**src/rtl/cmd_sequencer.sv**
```systemverilog
// Command sequencer: decodes received commands, runs register-bank write/read
// handshakes with a timeout, and hands a status/command/data response to the transmitter.
module cmd_sequencer #(
    parameter int unsigned MSG_LENGTH     = 48,
    parameter int unsigned DATA_LENGTH    = 32,
    parameter int unsigned COMMAND_WIDTH  = 5,
    parameter int unsigned TIMEOUT_CYCLES = 255
) (
    input  logic                     clk,
    input  logic                     reset,
    input  logic                     packet_received,
    input  logic [COMMAND_WIDTH-1:0] command,
    input  logic [DATA_LENGTH-1:0]   rx_data,
    input  logic                     write_register_ack,
    input  logic                     read_register_ack,
    input  logic [DATA_LENGTH-1:0]   reg_data,
    input  logic                     data_sent,
    output logic                     write_register,
    output logic                     read_register,
    output logic [DATA_LENGTH-1:0]   reg_wdata,
    output logic                     send_data,
    output logic [MSG_LENGTH-1:0]    tx_data,
    output logic                     busy,
    output logic [7:0]               drop_count
);

    localparam int unsigned CNT_W = 8;

    localparam logic [1:0] IDLE      = 2'd0;
    localparam logic [1:0] WRITE_REQ = 2'd1;
    localparam logic [1:0] READ_REQ  = 2'd2;
    localparam logic [1:0] RESP_SEND = 2'd3;

    localparam logic [2:0] ST_OK      = 3'b000;
    localparam logic [2:0] ST_UNKNOWN = 3'b001;
    localparam logic [2:0] ST_TIMEOUT = 3'b010;

    localparam logic [COMMAND_WIDTH-1:0] CMD_WRITE = COMMAND_WIDTH'(1);
    localparam logic [COMMAND_WIDTH-1:0] CMD_READ  = COMMAND_WIDTH'(2);
    localparam logic [COMMAND_WIDTH-1:0] CMD_ECHO  = COMMAND_WIDTH'(3);

    // Last wait cycle: the request stays up for exactly TIMEOUT_CYCLES cycles.
    localparam logic [CNT_W-1:0] CNT_LAST = CNT_W'(TIMEOUT_CYCLES - 1);

    logic [1:0]               state_q, state_d;
    logic [CNT_W-1:0]         cnt_q, cnt_d;
    logic [COMMAND_WIDTH-1:0] cmd_q, cmd_d;
    logic [DATA_LENGTH-1:0]   wdata_d;
    logic [MSG_LENGTH-1:0]    tx_d;
    logic [7:0]               drop_d;

    function automatic logic [MSG_LENGTH-1:0] pack(
        input logic [2:0]               st,
        input logic [COMMAND_WIDTH-1:0] c,
        input logic [DATA_LENGTH-1:0]   d
    );
        return MSG_LENGTH'({st, c, 8'h00, d});
    endfunction

    // Next-state, response formatting and drop accounting
    always_comb begin
        state_d = state_q;
        cnt_d   = cnt_q;
        cmd_d   = cmd_q;
        wdata_d = reg_wdata;
        tx_d    = tx_data;
        drop_d  = drop_count;

        unique case (state_q)
            IDLE: begin
                if (packet_received) begin
                    cmd_d   = command;
                    wdata_d = rx_data;
                    cnt_d   = '0;
                    if (command == CMD_WRITE) begin
                        state_d = WRITE_REQ;
                    end else if (command == CMD_READ) begin
                        state_d = READ_REQ;
                    end else if (command == CMD_ECHO) begin
                        state_d = RESP_SEND;
                        tx_d    = pack(ST_OK, command, rx_data);
                    end else begin
                        state_d = RESP_SEND;
                        tx_d    = pack(ST_UNKNOWN, command, '0);
                    end
                end
            end
            WRITE_REQ: begin
                if (write_register_ack) begin
                    state_d = RESP_SEND;
                    tx_d    = pack(ST_OK, cmd_q, '0);
                end else if (cnt_q == CNT_LAST) begin
                    state_d = RESP_SEND;
                    tx_d    = pack(ST_TIMEOUT, cmd_q, '0);
                end else begin
                    cnt_d = cnt_q + CNT_W'(1);
                end
            end
            READ_REQ: begin
                if (read_register_ack) begin
                    state_d = RESP_SEND;
                    tx_d    = pack(ST_OK, cmd_q, reg_data);
                end else if (cnt_q == CNT_LAST) begin
                    state_d = RESP_SEND;
                    tx_d    = pack(ST_TIMEOUT, cmd_q, '0);
                end else begin
                    cnt_d = cnt_q + CNT_W'(1);
                end
            end
            RESP_SEND: begin
                if (data_sent) begin
                    state_d = IDLE;
                end
            end
            default: state_d = IDLE;
        endcase

        if (packet_received && (state_q != IDLE) && (drop_count != 8'hFF)) begin
            drop_d = drop_count + 8'd1;
        end
    end

    // State and registered outputs; requests follow the state they belong to
    always_ff @(posedge clk) begin
        if (reset) begin
            state_q        <= IDLE;
            cnt_q          <= '0;
            cmd_q          <= '0;
            reg_wdata      <= '0;
            tx_data        <= '0;
            drop_count     <= '0;
            write_register <= 1'b0;
            read_register  <= 1'b0;
            send_data      <= 1'b0;
            busy           <= 1'b0;
        end else begin
            state_q        <= state_d;
            cnt_q          <= cnt_d;
            cmd_q          <= cmd_d;
            reg_wdata      <= wdata_d;
            tx_data        <= tx_d;
            drop_count     <= drop_d;
            write_register <= (state_d == WRITE_REQ);
            read_register  <= (state_d == READ_REQ);
            send_data      <= (state_d == RESP_SEND);
            busy           <= (state_d != IDLE);
        end
    end

endmodule

```
**config.mk**
```make
export PLATFORM = sky130hd
export DESIGN_NAME = cmd_sequencer
export DESIGN_NICKNAME = d
export VERILOG_FILES = /design/src/rtl/cmd_sequencer.sv
export SDC_FILE = /design/constraint.sdc
export NUM_CORES = 1
export LEC_CHECK = 0
export CORE_ASPECT_RATIO = 0.75
export CORE_MARGIN = 3
export CORE_UTILIZATION = 35
export CTS_BUF_LIST = sky130_fd_sc_hd__clkbuf_8
export CTS_CLUSTER_SIZE = 24
export DETAILED_ROUTE_END_ITERATION = 8
export GPL_ROUTABILITY_DRIVEN = 0
export GPL_TIMING_DRIVEN = 0
export MAX_ROUTING_LAYER = met4
export PLACE_DENSITY = 0.75
export SLEW_MARGIN = 20
export SYNTH_ARGS = -nofsm -noshare
export SYNTH_HDL_FRONTEND = slang
export SYNTH_SLANG_ARGS = --single-unit
```
**constraint.sdc**
```tcl
create_clock -name clk -period 5.95 [get_ports clk]
set_input_delay 1.785 -clock clk [delete_from_list [all_inputs] [get_ports clk]]
set_output_delay 1.785 -clock clk [all_outputs]
set_load 0.05 [all_outputs]
```
# Word level (Yosys, flattened, before mapping)

Index checks and enable logic that the tools add are counted.

Mux-type cells: 21
Reduce and logical (&&, ||, !) cells: 9
Equal/unequal tests: 16
Add/subtract/negate cells: 2

Operators with widths:

| kind                  | count |
|---|---|
| $mux W48              | 6 |
| $pmux W48 S3          | 1 |
| $mux W46              | 1 |
| $mux W8               | 4 |
| $pmux W8 S3           | 1 |
| $add A8 B1 Y8 const B | 2 |
| $mux W2               | 6 |
| $eq A5 B2 Y1 const B  | 2 |
| $ne A2 B2 Y1 const B  | 5 |
| $eq A2 B2 Y1 const B  | 4 |
| $eq A8 B8 Y1 const B  | 1 |
| $ne A8 B8 Y1 const B  | 1 |
| $pmux W2 S4           | 1 |
| $reduce_and A4 Y1     | 2 |
| $eq A5 B1 Y1 const B  | 1 |
| $eq A2 B1 Y1 const B  | 2 |
| $reduce_bool A2 Y1    | 2 |
| $reduce_bool A3 Y1    | 1 |
| $logic_and A1 B1 Y1   | 2 |
| $logic_not A2 Y1      | 1 |
| $reduce_and A2 Y1     | 1 |
| $mux W1               | 1 |

Input bits: 75
Register bits after elaboration: 107
Output and inout port bits: 92

# Longest topological paths before layout

Gate-level depths: netlist of the first run.

Word-level depth: 6
Gate-level depth with buffers: 8
Depth with buffers taken out: 6

# Least setup slack after synthesis of the first run

OpenSTA, ideal clock, no wires.

Path type: input-to-reg
Start point: in command[0]
End point: reg tx_data[44]
Stages on the path: 6
Setup slack: 2.805 ns
Arrival: 3.023 ns
Data required time: 5.828 ns
Setup time: 0.122 ns
Cell sequence: buf_6 > xor2_1 > a32o_2 > o21a_4 > buf_6 > a221o_1

Longest elaborated chain between the ends: 3

Ends and longest elaborated chain:

| what                                         | line   | text |
|---|---|---|
| from (decl)                                  | 12     | `input logic [COMMAND_WIDTH-1:0] command,` |
| $eq A5 B2 Y1 or $eq A5 B1 Y1 (tied branches) | 77, 75 |  |
| $ne A2 B2 Y1 (no line)                       | n/a    |  |
| $reduce_and A4 Y1 (no line) (*)              | n/a    |  |
| to (signal assigned)                         | 141    | `tx_data <= tx_d;` |
| to (decl)                                    | 22     | `output logic [MSG_LENGTH-1:0] tx_data,` |

Mark *: on every way between the ends. The rest lies on a longest branch, timed or not.
A chain may end at the register's enable or synchronous reset.

# Worst setup path after layout of the first run

Start point: in write_register_ack
End point: reg tx_data[16]

Longest elaborated chain between the ends: 2

Ends and longest elaborated chain:

| what         | line | text |
|---|---|---|
| from (decl)  | 14   | `input logic write_register_ack,` |
| $mux W48     | 89   | `if (write_register_ack) begin` |
| $pmux W48 S3 | 69   | `unique case (state_q)` |

No other way between the ends.

==> qor.tcl, run 1 <==
set qor(cts-buffers-inserted) 9
set qor(p_leak_nw) 2.50
set qor(timing.final.ws_setup_ps) 2230
set qor(cts_htree_levels) 3
set qor(dpl_worst_slack_ps) 1880
set qor(grt_antenna_before_repair) 1
set qor(cp_max_fo) 10
set qor(timing.final.max_slew_violations) 0
set qor(fp.coreArea_um2) 14000
set qor(global_route.overflow_total) 0
set qor(outcome) {completed}
set qor(worst_max_slew_pin_slew_ps) 897
set qor(final_net_count) 873
set qor(postCtsSetupRepairBufs) 0
set qor(drive_gt1_frac) 0.0767
set qor(hold_fix_buffers_cts) 0
set qor(fmaxAchievable_ghz) 0.268
set qor(final.fill_count) 1386
set qor(overall_power_mw) 1.91
set qor(cap_violations) 0
set qor(number_of_global_route_vias_before_repair) 4958
set qor(wl_um) 16600
set qor(die-height_um) 111
set qor(numPlacedInstances) 975
set qor(critical-path-top-delay-family) {compound AO/OA/AOI/OAI gates}
set qor(skew_ps) 8.13
set qor(buffer_ports.inserted) 164
set qor(boundaryPins) 167
set qor(tritoncts_clock_tree) {yes}
set qor(dpl-instance-area_um2) 7000
set qor(ir_worst_vdd_mv) 0.154
set qor(timing.final.crit_share) 0.626
set qor(drt_pre_antenna_iters) 5
set qor(crit_slowest_cell) {sky130_fd_sc_hd__a221oi_2}
set qor(data_required_time_at_the_worst_endpoint_ps) 6250
set qor(syn-instance-count) 616
set qor(detail_route.drc_violations) 0
set qor(final_cell_count_no_fill) 991
set qor(clkSlewWorstSetupHoldPaths_ps) 100
set qor(yosysTopAreaCellShare) 0.419
set qor(initialDrtViolationCount) 299
set qor(timing.final.hold_violations) 0
set qor(worstPathBufferInverterCount) 2
set qor(synth_edf_count) 0
set qor(clk_path_buf_depth) 2
set qor(synth_async_sr_flop_share) 0
set qor(cts.sinks) 107
set qor(ctsResizeCount) 0
set qor(ys_warn_count) 0
set qor(postRouteAntennaNets) 0
set qor(routed_via_density) 5.17
set qor(grt_start_max_net_pins) 16
set qor(grt_pass1_wl_um) 26500
set qor(post_drt_wl_per_cell_um) 16.8
set qor(yosys.cell_count.top_type) {sky130_fd_sc_hd__nand2_1}
set qor(die-width_um) 146
set qor(synth_commonest_cells) {sky130_fd_sc_hd__nand2_1 (150), sky130_fd_sc_hd__dfxtp_1 (107), sky130_fd_sc_hd__a21oi_1 (79), sky130_fd_sc_hd__inv_1 (44), sky130_fd_sc_hd__o21ai_0 (34)}
set qor(max_slew_margin) 0.402
set qor(synth.distinct_cells) 54
set qor(vias) 5125
set qor(grtUsageTotal) 0.207
set qor(dp_hpwl_um) 12600
set qor(crit_type) {in2reg}
set qor(design.die.area_um2) 16100
set qor(largest_incremental_delay_on_the_critical_path_ps) 780
set qor(finalCriticalPeriod_ps) 3720
set qor(flow.area_growth_from_synthesis_pct) 40.1
set qor(unrepaired_setup_endpoints_after_global_routing) {no}
set qor(synth.ff_latch_count) 107
set qor(synth-seq-area-share) 0.419
set qor(synth-main-ff-cell) {sky130_fd_sc_hd__dfxtp_1}
set qor(synthTopCellsByArea) {sky130_fd_sc_hd__dfxtp_1 (42%), sky130_fd_sc_hd__nand2_1 (11%), sky130_fd_sc_hd__o32ai_2 (9.5%), sky130_fd_sc_hd__a21oi_1 (7.7%), sky130_fd_sc_hd__o21ai_0 (3.3%)}
set qor(floorplan.initialDensity) 0.365
set qor(cp-start-kind) {primary input}
set qor(insertion_delay_ps) 370
set qor(mappedNetlistNets) 698
set qor(critPathCaptureType) {flop}
set qor(placement_rows) 37
set qor(syn_area_um2) 5110
set qor(cp.arrival_ps) 4020
set qor(fin_setup_tns_ps) 0
set qor(power.density_cell_area_nw_per_um2) 267
set qor(critical_path.cell_chain) {clkdlybuf4s50_1, nand2b_1, a221oi_2, clkbuf_1, o21ai_0, a21oi_1}
set qor(holdCritPathClass) {reg2reg}
set qor(post_synth.cell_area_avg_um2) 8.30
set qor(stdcell_area_um2) 7160
set qor(post-synth-top-area-cell) {sky130_fd_sc_hd__dfxtp_1}
set qor(ctsRootBufferMaster) {sky130_fd_sc_hd__clkbuf_8}
set qor(setup_viol) 0
==> final timing paths <==
path,start,endpoint,slack (ps),depth (start not counted)
max,write_register_ack,tx_data[16],2230,6
min,reg_wdata[25],reg_wdata[25],460,2
max reg2reg,state_q[1],tx_data[16],3440,7
min reg2reg,reg_wdata[25],reg_wdata[25],460,2
==> final cells by class <==
type	count	area [µm²]	share of cell area
Antenna cell	1	2.50	0.000350
Buffer	44	211	0.0295
Clock buffer	10	138	0.0192
Clock inverter	5	23.8	0.00332
Inverter	44	165	0.0231
Multi-Input combinational cell	421	2590	0.362
Sequential cell	107	2140	0.299
Tap cell	195	244	0.0341
Timing Repair Buffer	164	1640	0.229
==> per-stage QoR <==
| step | hold WS (ps) | util |
|---|---|---|
| floorplan | 437 | - |
| global placement | 441 | 0.500 |
| detailed placement | 446 | 0.500 |
| CTS | 458 | 0.512 |
| global route | 482 | 0.512 |
| finish | 456 | 0.512 |
==> registers in the layout, indices dropped and copies added, names as in the netlist <==
| signal | cells |
|---|---|
| tx_data | 48 |
| cnt_q | 8 |
| reg_wdata | 32 |
| cmd_q | 5 |
| read_register | 1 |
| write_register | 1 |
| state_q | 2 |
| send_data | 1 |
| busy | 1 |
| drop_count | 8 |
==> tightest hold or removal path, stage by stage, from the launching register on <==
cell and delay [ps]:
sky130_fd_sc_hd__dfxtp_1 320, sky130_fd_sc_hd__nand2_1 50, sky130_fd_sc_hd__a21oi_1 50
==> report_power, final <==
group / total [mW] / leakage, nW / switching (mW) / internal, mW
Sequential: 0.797 / 0.869 / 0.0302 / 0.766
Combinational: 0.711 / 1.54 / 0.482 / 0.229
Clock: 0.403 / 0.0919 / 0.246 / 0.157
==> cells by family after synthesis <==
logic type | Yosys count | synth area share
simple gates | 218 | 0.196
mux | 3 | 0.00588
flops | 107 | 0.419
fa+ha+maj | 7 | 0.0171
buf+inv | 88 | 0.0737
xor+xnor | 3 | 0.00514
compound gates | 190 | 0.283
==> cells in the final DEF, fill, tap and decap left out, types with 2 or more instances in the layout <==
master / instances
sky130_fd_sc_hd__ha_1: 7
sky130_fd_sc_hd__nand3_1: 4
sky130_fd_sc_hd__nor3_1: 2
sky130_fd_sc_hd__inv_1: 47
sky130_fd_sc_hd__o32ai_2: 30
sky130_fd_sc_hd__o31ai_1: 3
sky130_fd_sc_hd__clkbuf_1: 23
sky130_fd_sc_hd__a21boi_0: 3
sky130_fd_sc_hd__a41oi_1: 3
sky130_fd_sc_hd__clkbuf_8: 10
sky130_fd_sc_hd__o32ai_1: 2
sky130_fd_sc_hd__a211oi_1: 4
sky130_fd_sc_hd__a311oi_1: 3
sky130_fd_sc_hd__nand2b_1: 10
sky130_fd_sc_hd__or4_1: 4
sky130_fd_sc_hd__a21oi_1: 79
sky130_fd_sc_hd__o21ai_0: 34
sky130_fd_sc_hd__buf_1: 9
sky130_fd_sc_hd__clkdlybuf4s50_1: 164
sky130_fd_sc_hd__a221o_1: 5
sky130_fd_sc_hd__dfxtp_1: 107
sky130_fd_sc_hd__o2111a_1: 2
sky130_fd_sc_hd__mux2i_1: 3
sky130_fd_sc_hd__nand4_1: 6
sky130_fd_sc_hd__and3_1: 6
sky130_fd_sc_hd__xnor2_1: 2
sky130_fd_sc_hd__o21a_1: 2
sky130_fd_sc_hd__a31oi_1: 3
sky130_fd_sc_hd__buf_2: 7
sky130_fd_sc_hd__nor4_1: 2
sky130_fd_sc_hd__nor3b_1: 2
sky130_fd_sc_hd__o21ai_1: 7
sky130_fd_sc_hd__and2_1: 15
sky130_fd_sc_hd__nand2_1: 150
sky130_fd_sc_hd__and4_1: 3
sky130_fd_sc_hd__buf_6: 5
sky130_fd_sc_hd__nor2_1: 6
==> metal layers <==
layer | track usage | up-vias | routed length (µm)
li1 | - | 2510 | -
met1 | 0.276 | 2394 | 7690
met2 | 0.304 | 206 | 7070
met3 | 0.0767 | 15 | 1670
met4 | 0.0430 | 0 | 204
met5 | - | - | 0
(Power assumes the default switching activity.)
==> inputs of run 2 (changes only) <==
Clock period 5.95 ns to 3.7 ns, I/O delays scaled along.
==> results of run 2 <==
Same layout as run 1 (identical final DEF). Status: completed.
Main changes from that run: setup slack after placement 1880 ps -> 309 ps; setup slack after layout 2230 ps -> 650 ps; register-to-register setup slack 3440 ps -> 1190 ps; total power 1.91 mW -> 3.07 mW; worst IR drop on VDD 0.154 mV -> 0.247 mV
